==> config.mk <==
export PLATFORM = sky130hd
export DESIGN_NAME = vjtag_dr_bank
export DESIGN_NICKNAME = d
export VERILOG_FILES = /design/src/rtl/vjtag_dr_bank.sv
export SDC_FILE = /design/constraint.sdc
export NUM_CORES = 1
export LEC_CHECK = 0
export ABC_CLOCK_PERIOD_IN_PS = 5270
export CAP_MARGIN = 20
export CORE_MARGIN = 2
export CORE_UTILIZATION = 50
export DETAILED_ROUTE_END_ITERATION = 10
export PLACE_DENSITY = 0.92
export SLEW_MARGIN = 20
export SYNTH_ARGS = -nofsm -noshare
export SYNTH_HDL_FRONTEND = slang
export SYNTH_SLANG_ARGS = --single-unit
==> constraint.sdc <==
create_clock -name tck -period 5.27 [get_ports tck]
set_input_delay 1.054 -clock tck [delete_from_list [all_inputs] [get_ports tck]]
set_output_delay 1.054 -clock tck [all_outputs]
set_load 0.05 [all_outputs]
==> src/rtl/vjtag_dr_bank.sv <==
// Virtual JTAG data-register bank: NUM_CH scan registers plus bypass, with
// scan-length checking and a status word returned through the IR capture path.

module vjtag_dr_ch #(
  parameter int DR_WIDTH = 32
) (
  input  logic                tck,
  input  logic                rst_n,
  input  logic                we,
  input  logic [DR_WIDTH-1:0] d,
  output logic [DR_WIDTH-1:0] q,
  output logic                stb
);
  always_ff @(posedge tck or negedge rst_n) begin
    if (!rst_n) begin
      q   <= '0;
      stb <= 1'b0;
    end else begin
      stb <= we;
      if (we) q <= d;
    end
  end
endmodule

module vjtag_dr_bank #(
  parameter int IR_WIDTH = 10,
  parameter int DR_WIDTH = 32,
  parameter int NUM_CH   = 4
) (
  input  logic                       tck,
  input  logic                       rst_n,
  input  logic                       tdi,
  output logic                       tdo,
  input  logic [IR_WIDTH-1:0]        ir_in,
  output logic [IR_WIDTH-1:0]        ir_out,
  input  logic                       virtual_state_cdr,
  input  logic                       virtual_state_sdr,
  input  logic                       virtual_state_e1dr,
  input  logic                       virtual_state_pdr,
  input  logic                       virtual_state_e2dr,
  input  logic                       virtual_state_udr,
  input  logic                       virtual_state_cir,
  input  logic                       virtual_state_uir,
  input  logic [NUM_CH*DR_WIDTH-1:0] cap_data,
  output logic [NUM_CH*DR_WIDTH-1:0] upd_data,
  output logic [NUM_CH-1:0]          upd_strobe
);
  localparam int CNT_W = $clog2(DR_WIDTH + 2);
  localparam int UC_W  = IR_WIDTH - 2;
  localparam logic [CNT_W-1:0]    CNT_FULL = CNT_W'(DR_WIDTH);
  localparam logic [CNT_W-1:0]    CNT_SAT  = CNT_W'(DR_WIDTH + 1);
  localparam logic [IR_WIDTH-1:0] NCH_V    = IR_WIDTH'(NUM_CH);

  logic [DR_WIDTH-1:0] sr;
  logic                byp;
  logic                byp_sel;
  logic [IR_WIDTH-1:0] ch_q;
  logic [CNT_W-1:0]    cnt;
  logic                err;
  logic                seen;
  logic [UC_W-1:0]     upd_cnt;

  logic [NUM_CH-1:0][DR_WIDTH-1:0] cap_arr;
  logic [NUM_CH-1:0][DR_WIDTH-1:0] upd_arr;
  logic [NUM_CH-1:0]               we;
  logic [DR_WIDTH-1:0]             cap_sel;
  logic                            sel_ch;
  logic                            upd_ok;
  logic                            hold_st;

  assign cap_arr = cap_data;
  assign upd_data = upd_arr;
  assign sel_ch  = (ir_in < NCH_V);
  assign upd_ok  = virtual_state_udr && !byp_sel && (cnt == CNT_FULL);
  // Pause/exit states and Capture-IR leave every register untouched.
  assign hold_st = virtual_state_e1dr | virtual_state_pdr | virtual_state_e2dr |
                   virtual_state_cir;

  always_comb begin
    cap_sel = '0;
    for (int k = 0; k < NUM_CH; k++)
      if (ir_in == IR_WIDTH'(k)) cap_sel = cap_arr[k];
  end

  always_comb begin
    we = '0;
    for (int k = 0; k < NUM_CH; k++)
      we[k] = upd_ok && (ch_q == IR_WIDTH'(k));
  end

  generate
    for (genvar k = 0; k < NUM_CH; k++) begin : g_ch
      vjtag_dr_ch #(.DR_WIDTH(DR_WIDTH)) u_ch (
        .tck   (tck),
        .rst_n (rst_n),
        .we    (we[k]),
        .d     (sr),
        .q     (upd_arr[k]),
        .stb   (upd_strobe[k])
      );
    end
  endgenerate

  always_ff @(posedge tck or negedge rst_n) begin
    if (!rst_n) begin
      sr      <= '0;
      byp     <= 1'b0;
      byp_sel <= 1'b0;
      ch_q    <= '0;
      cnt     <= '0;
      err     <= 1'b0;
      seen    <= 1'b0;
      upd_cnt <= '0;
    end else if (!hold_st) begin
      if (virtual_state_cdr) begin
        ch_q    <= ir_in;
        byp_sel <= !sel_ch;
        cnt     <= '0;
        if (sel_ch) sr <= cap_sel;
        else        byp <= 1'b0;
      end
      if (virtual_state_sdr) begin
        if (byp_sel) byp <= tdi;
        else         sr  <= {tdi, sr[DR_WIDTH-1:1]};
        if (cnt != CNT_SAT) cnt <= cnt + 1'b1;
      end
      // A scan that shifted nothing is a plain capture, not a length error.
      if (virtual_state_udr && !byp_sel) begin
        if (cnt == CNT_FULL) begin
          upd_cnt <= upd_cnt + 1'b1;
          seen    <= 1'b1;
        end else if (cnt != '0) begin
          err <= 1'b1;
        end
      end
      if (virtual_state_uir) begin
        err  <= 1'b0;
        seen <= 1'b0;
      end
    end
  end

  assign tdo    = byp_sel ? byp : sr[0];
  assign ir_out = {upd_cnt, seen, err};
endmodule

# Word-level counts from Yosys, hierarchy flattened
# Cells that the tools add are included.
# Widths: inputs -> output; s select.
# word_totals
out_inout_bits	143
ff_bits	192
elab_cells	73
# op_classes
muxes	23
reduce_logical	18
eq_ne	9
addsub	2
n_bitwise	4
n_lt_le_gt_ge	1
# ops
operator	count
$mux 32	8
$eq 10x2->1 const B	4
$eq 10x1->1 const B	2
$logic_not 10->1	2
$mux 6	3
$mux 1	12
$lt 10x3->1 const B	1
$add 8x1->8 const B	1
$add 6x1->6 const B	1
$eq 6x6->1 const B	1
$logic_and 1x1->1	6
$ne 6x6->1 const B	1
$reduce_and 3->1	2
$reduce_bool 2->1	3
$reduce_bool 6->1	1
$reduce_and 4->1	1
$or 1x1->1	3
$logic_not 1->1	2
$ne 2x2->1 const B	1
$reduce_and 2->1	1
$not 1->1	1

# Depth between registers and ports, before layout
# logic_depth
depth_word	9
depth_mapped	7

# Cells and area by module
# A second synthesis with hierarchy kept.
# hier_totals
hier_cells	596
area_unflattened_um2	9277.6
# modules_own_cells
module	n_inst	area_each_um2	cells_per_inst	seq_area_each_um2
vjtag_dr_ch	4	1370.1	69	825.8
vjtag_dr_bank	1	3797.4	320	1501.4

# Worst setup path after synthesis
# No wires, ideal clock.
# synth_timing
kind	input to register
start	input port virtual_state_pdr
end	register sr[10]
arrival_time_ns	2.484
path_stages	6
setup_slack_ns	2.660
t_required_ns	5.144
path_cell_list	nor4_1 nand2_1 and2_1 clkbuf_1 clkbuf_1 a221o_1
# synth_via
elab_chain_cells	3
# synth_lines
item	line	source
start: declaration	39	input logic virtual_state_pdr,
$or 1x1->1 (3 in series)	76	assign hold_st = virtual_state_e1dr | virtual_state_pdr | virtual_state_e2dr |
end signal: assignment	119	if (sel_ch) sr <= cap_sel;
end signal: assignment	124	else sr <= {tdi, sr[DR_WIDTH-1:1]};
end: declaration	54	logic [DR_WIDTH-1:0] sr;
# Every way passes these cells.
# A chain may end at the register's enable or synchronous reset.

# Worst setup path in the final report
# layout_timing
start	input port virtual_state_pdr
end	register sr[2]
# The elaborated chain is that of the path after synthesis.

==> run metrics <==
min-delay src g_ch[1].u_ch.q[31]$_DFFE_PN0P_; R2R Path End g_ch[1].u_ch.q[6]$_DFFE_PN0P_; FF-to-FF path depth 5; post-synthesis register bit count 192; Syn Area/Cell 14.6 sq um; Vert. Die Dim between 100 and 150 microns; DRC 0; H-Tree Depth 4; Post-layout nets approximately 1000; overall routing resource usage between 20% and 30%; max cap viols 0; # clock sinks ~190; io pins between 200 and 300; Slew @ Worst Pin 1050 ps; status complete, no violations; post-CTS resize count 0; CP required approximately 5600 ps; hpwl dp 18300 microns; slowest CP cell and2_2; fillers about 1100; cell depth of the worst setup path 6; pre-CTS WS roughly 1500 ps; Final ANT Viol Nets 0; Clk Latency, worst-skew pair ~430 ps; worst setup margin between 1500 and 2000 ps; CP delay by family, top simple AND/OR/NAND/NOR gates; post-synthesis compound-gate area fraction about 7.7%; CTS Buf Count 17; final slew viol count 0; share of synthesized cell area in and, or, nand and nor gates under 10%; wire length per cell approximately 23 microns; clock slew at reported path FFs approximately 60 ps; Post-Syn Area 8760 sq um; Synth cell types 48; Finish-stage setup viols 0; synthesis-to-finish area growth 41.1%; area share of fa/ha/maj cells after synthesis 0.571%; CTS tree yes; largest family of logic cells by synthesized area multiplexers; antenna violations before repair 1; CP endpoint kind register; Die Wd between 100 and 150 microns; crit-path cells clkdlybuf4s50_1 > nor4_1 > buf_4 > nand2_1 > and2_2 > a221o_1; Peak VDD IR approximately 0.00021 V; GRT Residual Overflow 0; Max-slew headroom between 20% and 30%; final wirelength about 25000 microns; crit-path max FO 32; part of the cycle the worst path needs between 60% and 70%; vias in the first global route 6692; buffers plus inverters on the worst setup path 2; crit path launch type primary input; Leak Pwr roughly 5.7 nW; Tot Pwr roughly 3 mW; hold path depth 1; flop2flop setup slack 2600 ps; largest stage delay on the critical path 710 ps; Ys Warns 0; post-synthesis xor/xnor area fraction 0.700%; syn nets between 700 and 800; mux contribution to synthesized area 27.6%; Die Area approximately 19000 sq um; RD Place Congestion approximately 0.80; largest net degree at the start of global routing between 100 and 150; IO Port Bufs 291; first-pass iteration count of the detailed router 7; 1st-iter DRT viols 384; Setup Fix Bufs, Post-CTS 0; worst r2r src ch_q[5]$_DFFE_PN0P_; num rows 48; cts-stage hold buffer count 0; WS Path Type in -> reg; Vias/cell ~5.8; CTS Buffer Depth 2; first-pass GRT wire length 38100 microns; Worst EP arrival roughly 3700 ps; worst min path class reg -> reg; sequential element share of the synthesized area roughly 55%; Initial Utilization about half; via count 6418; Fin Setup TNS 0 ps; Setup Skew roughly 11 ps; Root Driver clkbuf_16; RSZ-0062 raised after global routing no; Hold EP g_ch[1].u_ch.q[31]$_DFFE_PN0P_; post-layout min period about 3400 ps; layout cells sized above 1 between 10% and 20%; final hold violations 0; Core Footprint ~17000 sq um; f_max between 200 and 300 MHz; Pwr per Cell Area 248 nW/um^2; Mapped Cells between 600 and 700
-- state kept, by name, indices dropped and copies added (netlist names) --
signal and count:
byp 1, byp_sel 1, ch_q 10, cnt 6, err 1, g_ch.u_ch.q 128, g_ch.u_ch.stb 4, seen 1
sr 32, upd_cnt 8
-- power by group --
part	internal, mW	switching, mW	total (mW)
clock	0.637	0.600	1.24
combinational	0.168	0.128	0.296
sequential	1.50	0.0308	1.53
-- worst max path at each step --
stage                            startpoint                            end
after global placement    virtual_state_udr  g_ch[2].u_ch.q[0]$_DFFE_PN0P_
after global routing      virtual_state_pdr              sr[2]$_DFFE_PN0N_
after detailed placement  virtual_state_pdr             sr[22]$_DFFE_PN0N_
after CTS                 virtual_state_pdr             sr[22]$_DFFE_PN0N_
after floorplan           virtual_state_pdr             sr[10]$_DFFE_PN0N_
final                     virtual_state_pdr              sr[2]$_DFFE_PN0N_
-- synth_stat cells (all sizes together) --
library cell / number / area (sq um)
nor4: 11 / 93.8
o21ai: 3 / 15.0
o32ai: 23 / 201
clkbuf: 22 / 82.6
clkinv: 1 / 3.75
mux4: 23 / 518
nor2: 4 / 15.0
a21o: 2 / 15.0
mux2i: 10 / 100
mux2: 140 / 1800
or4: 3 / 22.5
ha: 4 / 50.1
or2: 1 / 6.26
a22o: 4 / 35.0
a2111oi: 9 / 78.8
or4b: 1 / 10.0
nand3b: 2 / 15.0
and4: 1 / 8.76
dfrtp: 192 / 4800
a21boi: 1 / 7.51
a211o: 1 / 8.76
a32o: 1 / 10.0
nor3: 5 / 40.0
buf: 24 / 171
xor2: 1 / 8.76
xnor2: 6 / 52.6
a21oi: 25 / 125
nand3: 6 / 35.0
or3: 1 / 6.26
nand2b: 1 / 6.26
nor2b: 10 / 62.6
a211oi: 9 / 67.6
and3: 1 / 6.26
inv: 28 / 105
a221o: 9 / 90.1
nand2: 10 / 37.5
a31oi: 2 / 12.5
nand4: 3 / 18.8
and2: 1 / 6.26
a41oi: 1 / 8.76
-- logic make-up after synthesis --
kind of cell / count (synthesis)
adders and majority gates: 4
muxes: 173
xor gates and xnor gates: 7
buffers and inverters: 75
AOI/OAI and AO/OA: 90
and+or+nand+nor: 61
DFF: 192
-- through the flow --
| step | util [%] | hold WS (ps) | instances | area (sq um) |
|---|---|---|---|---|
| floorplan | - | 478 | 602 | 8760 |
| global placement | 68.4 | 464 | 1080 | 11800 |
| detailed placement | 68.4 | 474 | 1080 | 11800 |
| CTS | 71.7 | 490 | 1112 | 12400 |
| global route | 71.8 | 499 | 1113 | 12400 |
| finish | 71.8 | 485 | 1113 | 12400 |
-- layout by cell type (no fill, tap or decap), drive strengths merged, types with 3 or more instances in the layout --
master,n
a2111oi,9
a211oi,9
a21oi,25
a221o,9
a22o,4
buf,10
clkbuf,20
clkdlybuf4s50,288
clkinv,7
dfrtp,192
ha,4
inv,34
mux2,140
mux2i,10
mux4,23
nand2,10
nand3,6
nand4,3
nor2,4
nor2b,10
nor3,5
nor4,11
o21ai,3
o32ai,23
or4,3
xnor2,6
-- worst reg2reg max path, stage by stage (launching register included) --
cell	delay [ps]
dfrtp_1	390
nor4_2	360
nand3_2	240
nor4_4	910
buf_12	280
mux2_1	370
-- routing by layer --
layer | track usage [%] | part of all wire [%]
met5 | 0 | 0
met4 | 8.33 | 2.0
met3 | 6.11 | 7.1
met2 | 48.6 | 52
met1 | 33.5 | 39
-- area by class of cell --
class	count	area, sq um	area share, %
flip-flops and latches	192	4800	38.8
diodes	1	2.50	0.0202
clock inverters	13	124	1.00
repair buffers	299	2980	24.1
inverters	29	109	0.880
multi-input cells	335	3620	29.3
well taps	225	282	2.28
clock buffers	19	443	3.58
No activity file was read; power rests on OpenSTA's default activity.
